`config.mk`:
```
export PLATFORM = sky130hd
export DESIGN_NAME = array_mp
export DESIGN_NICKNAME = d
export VERILOG_FILES = /design/src/rtl/array_mp.sv
export SDC_FILE = /design/constraint.sdc
export NUM_CORES = 1
export LEC_CHECK = 0
export CAP_MARGIN = 5
export CORE_AREA = 5 5 280 214
export DETAILED_ROUTE_END_ITERATION = 12
export DIE_AREA = 0 0 285 219
export PLACE_DENSITY = 0.8
export SLEW_MARGIN = 20
export SYNTH_ARGS = -nofsm -noshare
export SYNTH_HDL_FRONTEND = slang
export SYNTH_SLANG_ARGS = --single-unit
```
`constraint.sdc`:
```
create_clock -name clk -period 5.3 [get_ports clk]
set_input_delay 1.06 -clock clk [delete_from_list [all_inputs] [get_ports clk]]
set_output_delay 1.06 -clock clk [all_outputs]
set_load 0.1 [all_outputs]
```
`src/rtl/array_mp.sv`:
```
`default_nettype none
// ============================================================================
// Module   : array_mp
// Purpose  : Two-port valid/ready scratch memory. Async read, sync write.
//            Self-fills after reset. Sticky out-of-range flag.
// Options  : ARRAY_MP_BYPASS_EN enables write-to-read forwarding.
// Revision : 1.0 - initial release
// ============================================================================
module array_mp #(
    parameter int          N         = 16,
    parameter int          AW        = 4,
    parameter int          DW        = 32,
    parameter int          INIT_ADDR = 1,
    parameter logic [DW-1:0] INIT    = '0
) (
    input  logic          clk,
    input  logic          nrst,
    input  logic          out0_ready,
    output logic          out0_valid,
    input  logic [AW-1:0] out0_addr,
    input  logic          out0_we,
    input  logic [DW-1:0] out0_di,
    output logic [DW-1:0] out0,
    input  logic          out1_ready,
    output logic          out1_valid,
    input  logic [AW-1:0] out1_addr,
    input  logic          out1_we,
    input  logic [DW-1:0] out1_di,
    output logic [DW-1:0] out1,
    output logic          init_done,
    output logic          oob
);

    typedef enum logic [0:0] {
        S_FILL = 1'b0,
        S_RUN  = 1'b1
    } state_t;

    localparam logic [AW-1:0] c_last = AW'(N - 1);

    state_t          r_state;
    logic [AW-1:0]   r_fill_ptr;
    logic            r_init_done;
    logic            r_oob;
    logic [DW-1:0]   r_mem [N];

    logic            w_run;
    logic            w_inr0;
    logic            w_inr1;
    logic            w_wr0;
    logic            w_wr1;
    logic            w_oob_hit;
    logic [DW-1:0]   w_fill_val;
    logic [DW-1:0]   w_out0;
    logic [DW-1:0]   w_out1;

    assign w_run      = (r_state == S_RUN);
    assign w_inr0     = (32'(out0_addr) < 32'(N));
    assign w_inr1     = (32'(out1_addr) < 32'(N));
    assign out0_valid = w_run & out0_ready;
    assign out1_valid = w_run & out1_ready;
    assign w_wr0      = out0_valid & out0_we & w_inr0;
    // Port 1 loses a same-address collision with port 0.
    assign w_wr1      = out1_valid & out1_we & w_inr1 &
                        ~(w_wr0 & (out0_addr == out1_addr));
    assign w_oob_hit  = (out0_valid & ~w_inr0) | (out1_valid & ~w_inr1);
    assign w_fill_val = (INIT_ADDR != 0) ? DW'(r_fill_ptr) : INIT;

    always_ff @(posedge clk or negedge nrst) begin
        if (!nrst) begin
            r_state     <= S_FILL;
            r_fill_ptr  <= '0;
            r_init_done <= 1'b0;
            r_oob       <= 1'b0;
        end else begin
            case (r_state)
                S_FILL: begin
                    if (r_fill_ptr == c_last) begin
                        r_state     <= S_RUN;
                        r_init_done <= 1'b1;
                    end else begin
                        r_fill_ptr  <= r_fill_ptr + 1'b1;
                    end
                end
                S_RUN: begin
                    if (w_oob_hit) begin
                        r_oob <= 1'b1;
                    end
                end
                default: r_state <= S_FILL;
            endcase
        end
    end

    // Storage is deliberately not reset; the fill sequence rewrites every entry.
    always_ff @(posedge clk) begin
        if (r_state == S_FILL) begin
            if (nrst) begin
                r_mem[r_fill_ptr] <= w_fill_val;
            end
        end else begin
            if (w_wr0) begin
                r_mem[out0_addr] <= out0_di;
            end
            if (w_wr1) begin
                r_mem[out1_addr] <= out1_di;
            end
        end
    end

    always_comb begin
        w_out0 = '0;
        w_out1 = '0;
        if (w_run && w_inr0) begin
            w_out0 = r_mem[out0_addr];
        end
        if (w_run && w_inr1) begin
            w_out1 = r_mem[out1_addr];
        end
`ifdef ARRAY_MP_BYPASS_EN
        if (w_wr0) begin
            w_out0 = out0_di;
        end else if (w_wr1 && (out1_addr == out0_addr)) begin
            w_out0 = out1_di;
        end
        if (w_wr0 && (out0_addr == out1_addr)) begin
            w_out1 = out0_di;
        end else if (w_wr1) begin
            w_out1 = out1_di;
        end
`else
`endif
    end

    assign out0      = w_out0;
    assign out1      = w_out1;
    assign init_done = r_init_done;
    assign oob       = r_oob;

endmodule
`default_nettype wire

```
Word-level counts from Yosys, hierarchy flattened
Memory sizes are Yosys's and may differ from the RTL's.
Cells that the tools add are included.
{"block": "word_totals", "regBits": 6, "latchBits": 0, "mem_bits_rw": 512, "mem_bits_ro": 0, "in_bits": 78, "output_inout_bits": 68, "elab_cells": 35, "memories": 1}
{"block": "op_classes", "n_addsub": 1, "mul": 0, "n_div": 0, "magnitude_cmp": 0, "n_eq_ne": 2, "n_shift": 0, "mux": 16, "bitwise": 9, "n_reduce_logical": 3}
{"name": "r_mem", "words": 16, "word_bits": 32, "read_ports": 2, "rd_ports_with_merged_regs": 0, "wr": 2, "line": "45", "source": "logic [DW-1:0] r_mem [N];"}
{"cell": "$mux 32", "count": 3}
{"cell": "$reduce_or 32->1", "count": 1}
{"cell": "$mux 1", "count": 12}
{"cell": "$and 1x1->1", "count": 6}
{"cell": "$add 4x1->4 const B", "count": 1}
{"cell": "$eq 4x4->1", "count": 1}
{"cell": "$eq 4x4->1 const B", "count": 1}
{"cell": "$mux 4", "count": 1}
{"cell": "$reduce_and 2->1", "count": 2}
{"cell": "$not 1->1", "count": 3}

Logic depth before layout (Yosys ltp)
{"block": "depth", "depth_word": 8, "ltp_mapped": 8, "ltp_nobuf": 4}

Worst setup path before layout
No wires, ideal clock.
{"block": "synth_timing", "kind": "input port to flip-flop", "start": "in out0_addr[0]", "end": "mem r_mem[7][0] (enable)", "setup_time_ns": 0.466, "t_arrival_ns": 4.441, "required_time_ns": 4.834, "slack_ns": 0.393, "path_stages": 6, "n_path_buf": 4, "cell_sequence": "buf_4 -> buf_2 -> buf_2 -> buf_4 -> a31oi_1 -> o21ai_0"}
{"element": "start: declaration", "line": "20", "source": "input logic [AW-1:0] out0_addr,"}
{"element": "end: declaration", "line": "45"}

Worst setup path after layout
{"block": "layout_timing", "start": "in out0_addr[3]", "end": "out out0[31]"}
{"block": "layout_via", "elab_chain_cells": 2}
{"element": "$mem_v2 16x32"}
{"element": "$mux 32", "line": "114", "source": "if (w_run && w_inr0) begin"}
{"element": "end: declaration", "line": "23", "source": "output logic [DW-1:0] out0,"}
No other way between the ends.

==> impl_metrics.py <==
metrics = {
    "route": {
        "avgRoutedWirePerCell_um": 33.4,
        "vias": 19400,
        "drt-pass1-iter-count": 7,
        "ant_nets": 0,
        "wirelength_um": 91100,
        "drcViolationCount": 0,
        "drt_iter0_drc": 2545,
        "vias_per_cell": 7.14,
    },
    "power_and_ir_drop": {
        "p_leak_nw": 13.0,
        "powerDensity_nw_per_um2": 274,
        "irDropWorstVdd_mv": 0.257,
        "p_total_w": 0.00960,
    },
    "clock_tree": {
        "clockBufferDepth": 3,
        "cts-root-buf": "clkbuf_16",
        "tritoncts": "yes",
        "cts_max_level": 2,
        "hold_buffers": 0,
        "cts_setup_buffers": 0,
        "clk_latency_ns": 0.61,
        "cts_resized": 0,
        "cts_sinks": 518,
        "cts-buffers-inserted": 52,
        "path_clk_slew_ns": 0.06,
    },
    "flow_run": {
        "cap_viol_max_count": 0,
    },
    "grt": {
        "grt-ovfl-total": 0,
        "grt_pass1_vias": 20000,
        "grt_max_degree": 58,
        "antenna_found_initial": 3,
        "grt_usage_pct": 28.9,
        "grt_pass1_wl_um": 134000,
    },
    "floorplan": {
        "rows": 76,
        "dieHeight_um": 219,
        "die_w_um": 285,
        "core_area_um2": 56800,
        "start_util_pct": 54.4,
        "num_io_pins": 146,
        "dieArea_um2": 62400,
    },
    "yosys": {
        "synth_top_cell_by_area": "edfxtp_1",
        "synth-seq-cells": 518,
        "syn-num-nets": 1950,
        "syn_area_um2": 30900,
        "synthArstFlopShare_pct": 1.16,
        "synthTopCellsByArea": "edfxtp_1 (50%), mux2_2 (18%), mux4_2 (18%)",
        "synth_ff_type": "edfxtp_1",
        "syn_inst": 1871,
        "yosysWarnings": 0,
        "synth_commonest_cells": "edfxtp_1 (512), mux2_2 (497), mux4_2 (243)",
        "ys_seq_area_share_pct": 50.2,
        "avgSynthCellArea_um2": 16.5,
        "synth_top_area_share_pct": 49.8,
        "yosysUniqueCellTypes": 46,
        "yosys.cell_count.top_type": "edfxtp_1",
        "synth-edff-count": 512,
    },
    "timing": {
        "finalCritPeriodShare_pct": 84.2,
        "setup_viol": 0,
        "slew_violations": 0,
        "worst_pin_slew_ns": 1.08,
        "whs_ns": 0.518,
        "fin_tns_setup_ns": 0,
        "period_needed_ns": 4.46,
        "rsz0062_at_grt": "no",
        "slew_headroom_pct": 28.1,
        "hold_viol": 0,
        "fin_skew_ns": 0.0268,
        "layout_setup_ws_ns": 0.838,
        "clock.fmax_ghz": 0.224,
    },
    "critical_path": {
        "cp_max_fo": 12,
        "cp.depth": 6,
        "crit_chain": "clkdlybuf4s50_1 -> nand2_1 -> nor2_1 -> buf_4 -> a221o_1 -> buf_12",
        "critical_path_class": "input pin to primary output",
        "critical-path-top-delay-family": "buffers and inverters",
        "startpoint_type": "input pin",
        "path_buf_inv": 3,
        "crit_path_max_incr_delay_ns": 0.61,
        "end_kind": "primary output",
        "cp_slowest_cell": "nand2_1",
        "r2r_cells": 5,
        "arrival_ns": 3.40,
        "required_ns": 4.24,
    },
    "placement": {
        "gp_congestion": 0.810,
        "dp_cells": 2627,
        "place_hpwl_um": 56400,
        "io_buffer_count": 144,
        "post-place-ws_ns": 0.788,
    },
    "status": {
        "outcome": "finished, final reports clean",
    },
    "final_layout": {
        "area_delta_synth_final_pct": 13.2,
        "nNetsFinal": 2019,
        "final_layout_size_suffix_gt1_share_pct": 51.2,
        "fin_cells": 2725,
    },
    "worst_hold_path": {
        "worst_hold_path_type": "flip-flop to flip-flop",
        "whs_path_depth": 1,
    },
}
==> area by class of cell <==
| class | instances | area, um2 |
|---|---|---|
| repair buffers | 232 | 2340 |
| inverters | 4 | 15.0 |
| fillers | 4083 | 21800 |
| multi-input cells | 1132 | 14500 |
| well taps | 741 | 927 |
| clock inverters | 38 | 298 |
| flip-flops and latches | 518 | 15500 |
| diodes | 1 | 2.50 |
| clock buffers | 59 | 1370 |
==> sequential cells by signal, summed over array words and instances (netlist names) <==
signal      count
init_done       1
r_fill_ptr      4
r_mem         512
r_state         1
==> report_power, final <==
group	internal [W]	leakage, nW	switching (W)
Combinational	0.000514	6.74	0.000865
Clock	0.00205	0.827	0.00163
Sequential	0.00453	5.39	0.0000107
Total	0.00709	13.0	0.00251
==> metrics by stage <==
step / utilization, % / cell area (um2)
after CTS: 61.6 / 35000
final: 61.6 / 35000
after detailed placement: 58.7 / 33300
after global placement: 58.7 / 33300
after floorplan: - / 30900
after global routing: 61.6 / 35000
==> logic make-up after synthesis <==
family	count (synthesis)	synth area share (%)
AO/OA/AOI/OAI	123	3.19
XOR/XNOR	7	0.198
adder cells (fa/ha/maj)	1	0.0405
buffers and inverters	221	3.55
flip-flops	518	50.2
multiplexers	890	40.8
other	1	0.0121
AND/OR/NAND/NOR	110	2.00
==> metal layers <==
layer  wire (um)  up-vias  global-route usage, %  share of wire [%]
met4        3640        2                   10.4                4.0
met1       33900    10100                   39.5                 37
li1            -     7864                      -                  -
met5          11        -                      0              0.012
met2       43900     1246                   47.0                 48
met3        9650      209                   5.62                 11
==> worst reg2reg max path, cell delays in order (launching register included) <==
cell      delay [ns]
dfrtp_1         0.65
and3_2          0.71
nand3_4         0.54
o211ai_4        0.89
o21ai_4         0.40
buf_12          0.32
==> path summary, 6_finish.rpt <==
path	from	end	slack (ns)
max	out0_addr[3]	out0[31]	0.84
min	init_done	init_done	0.52
max reg2reg	r_state	r_mem[6][10]	1.51
min reg2reg	init_done	init_done	0.52
max in group asynchronous	nrst	r_fill_ptr[1]	4.32
min in group asynchronous	nrst	r_fill_ptr[2]	0.72
==> cells in the final DEF, fill, tap and decap left out, types with 4 or more instances in the layout <==
master             n
a32oi_1            7
nand2_1           32
mux2_2           497
nor2_1             6
o211ai_4           6
nand4_1            9
o22ai_1           52
and3_1             6
mux2_1            21
clkbuf_1           5
a22oi_1            6
inv_1              4
edfxtp_1         512
mux4_2           243
clkinv_2          16
clkinv_1          13
and2_0            28
mux2i_1          129
a221o_1            6
dfrtp_1            6
xnor2_1            6
clkdlybuf4s50_1   74
o211ai_1           7
o21ai_4           19
buf_4            123
buf_12            32
clkbuf_16         54
a31oi_1            4
and2_1             6
bufinv_16          4
a22o_1             6
nor2b_1            4
Note: power is estimated with default switching activity, not from simulation.
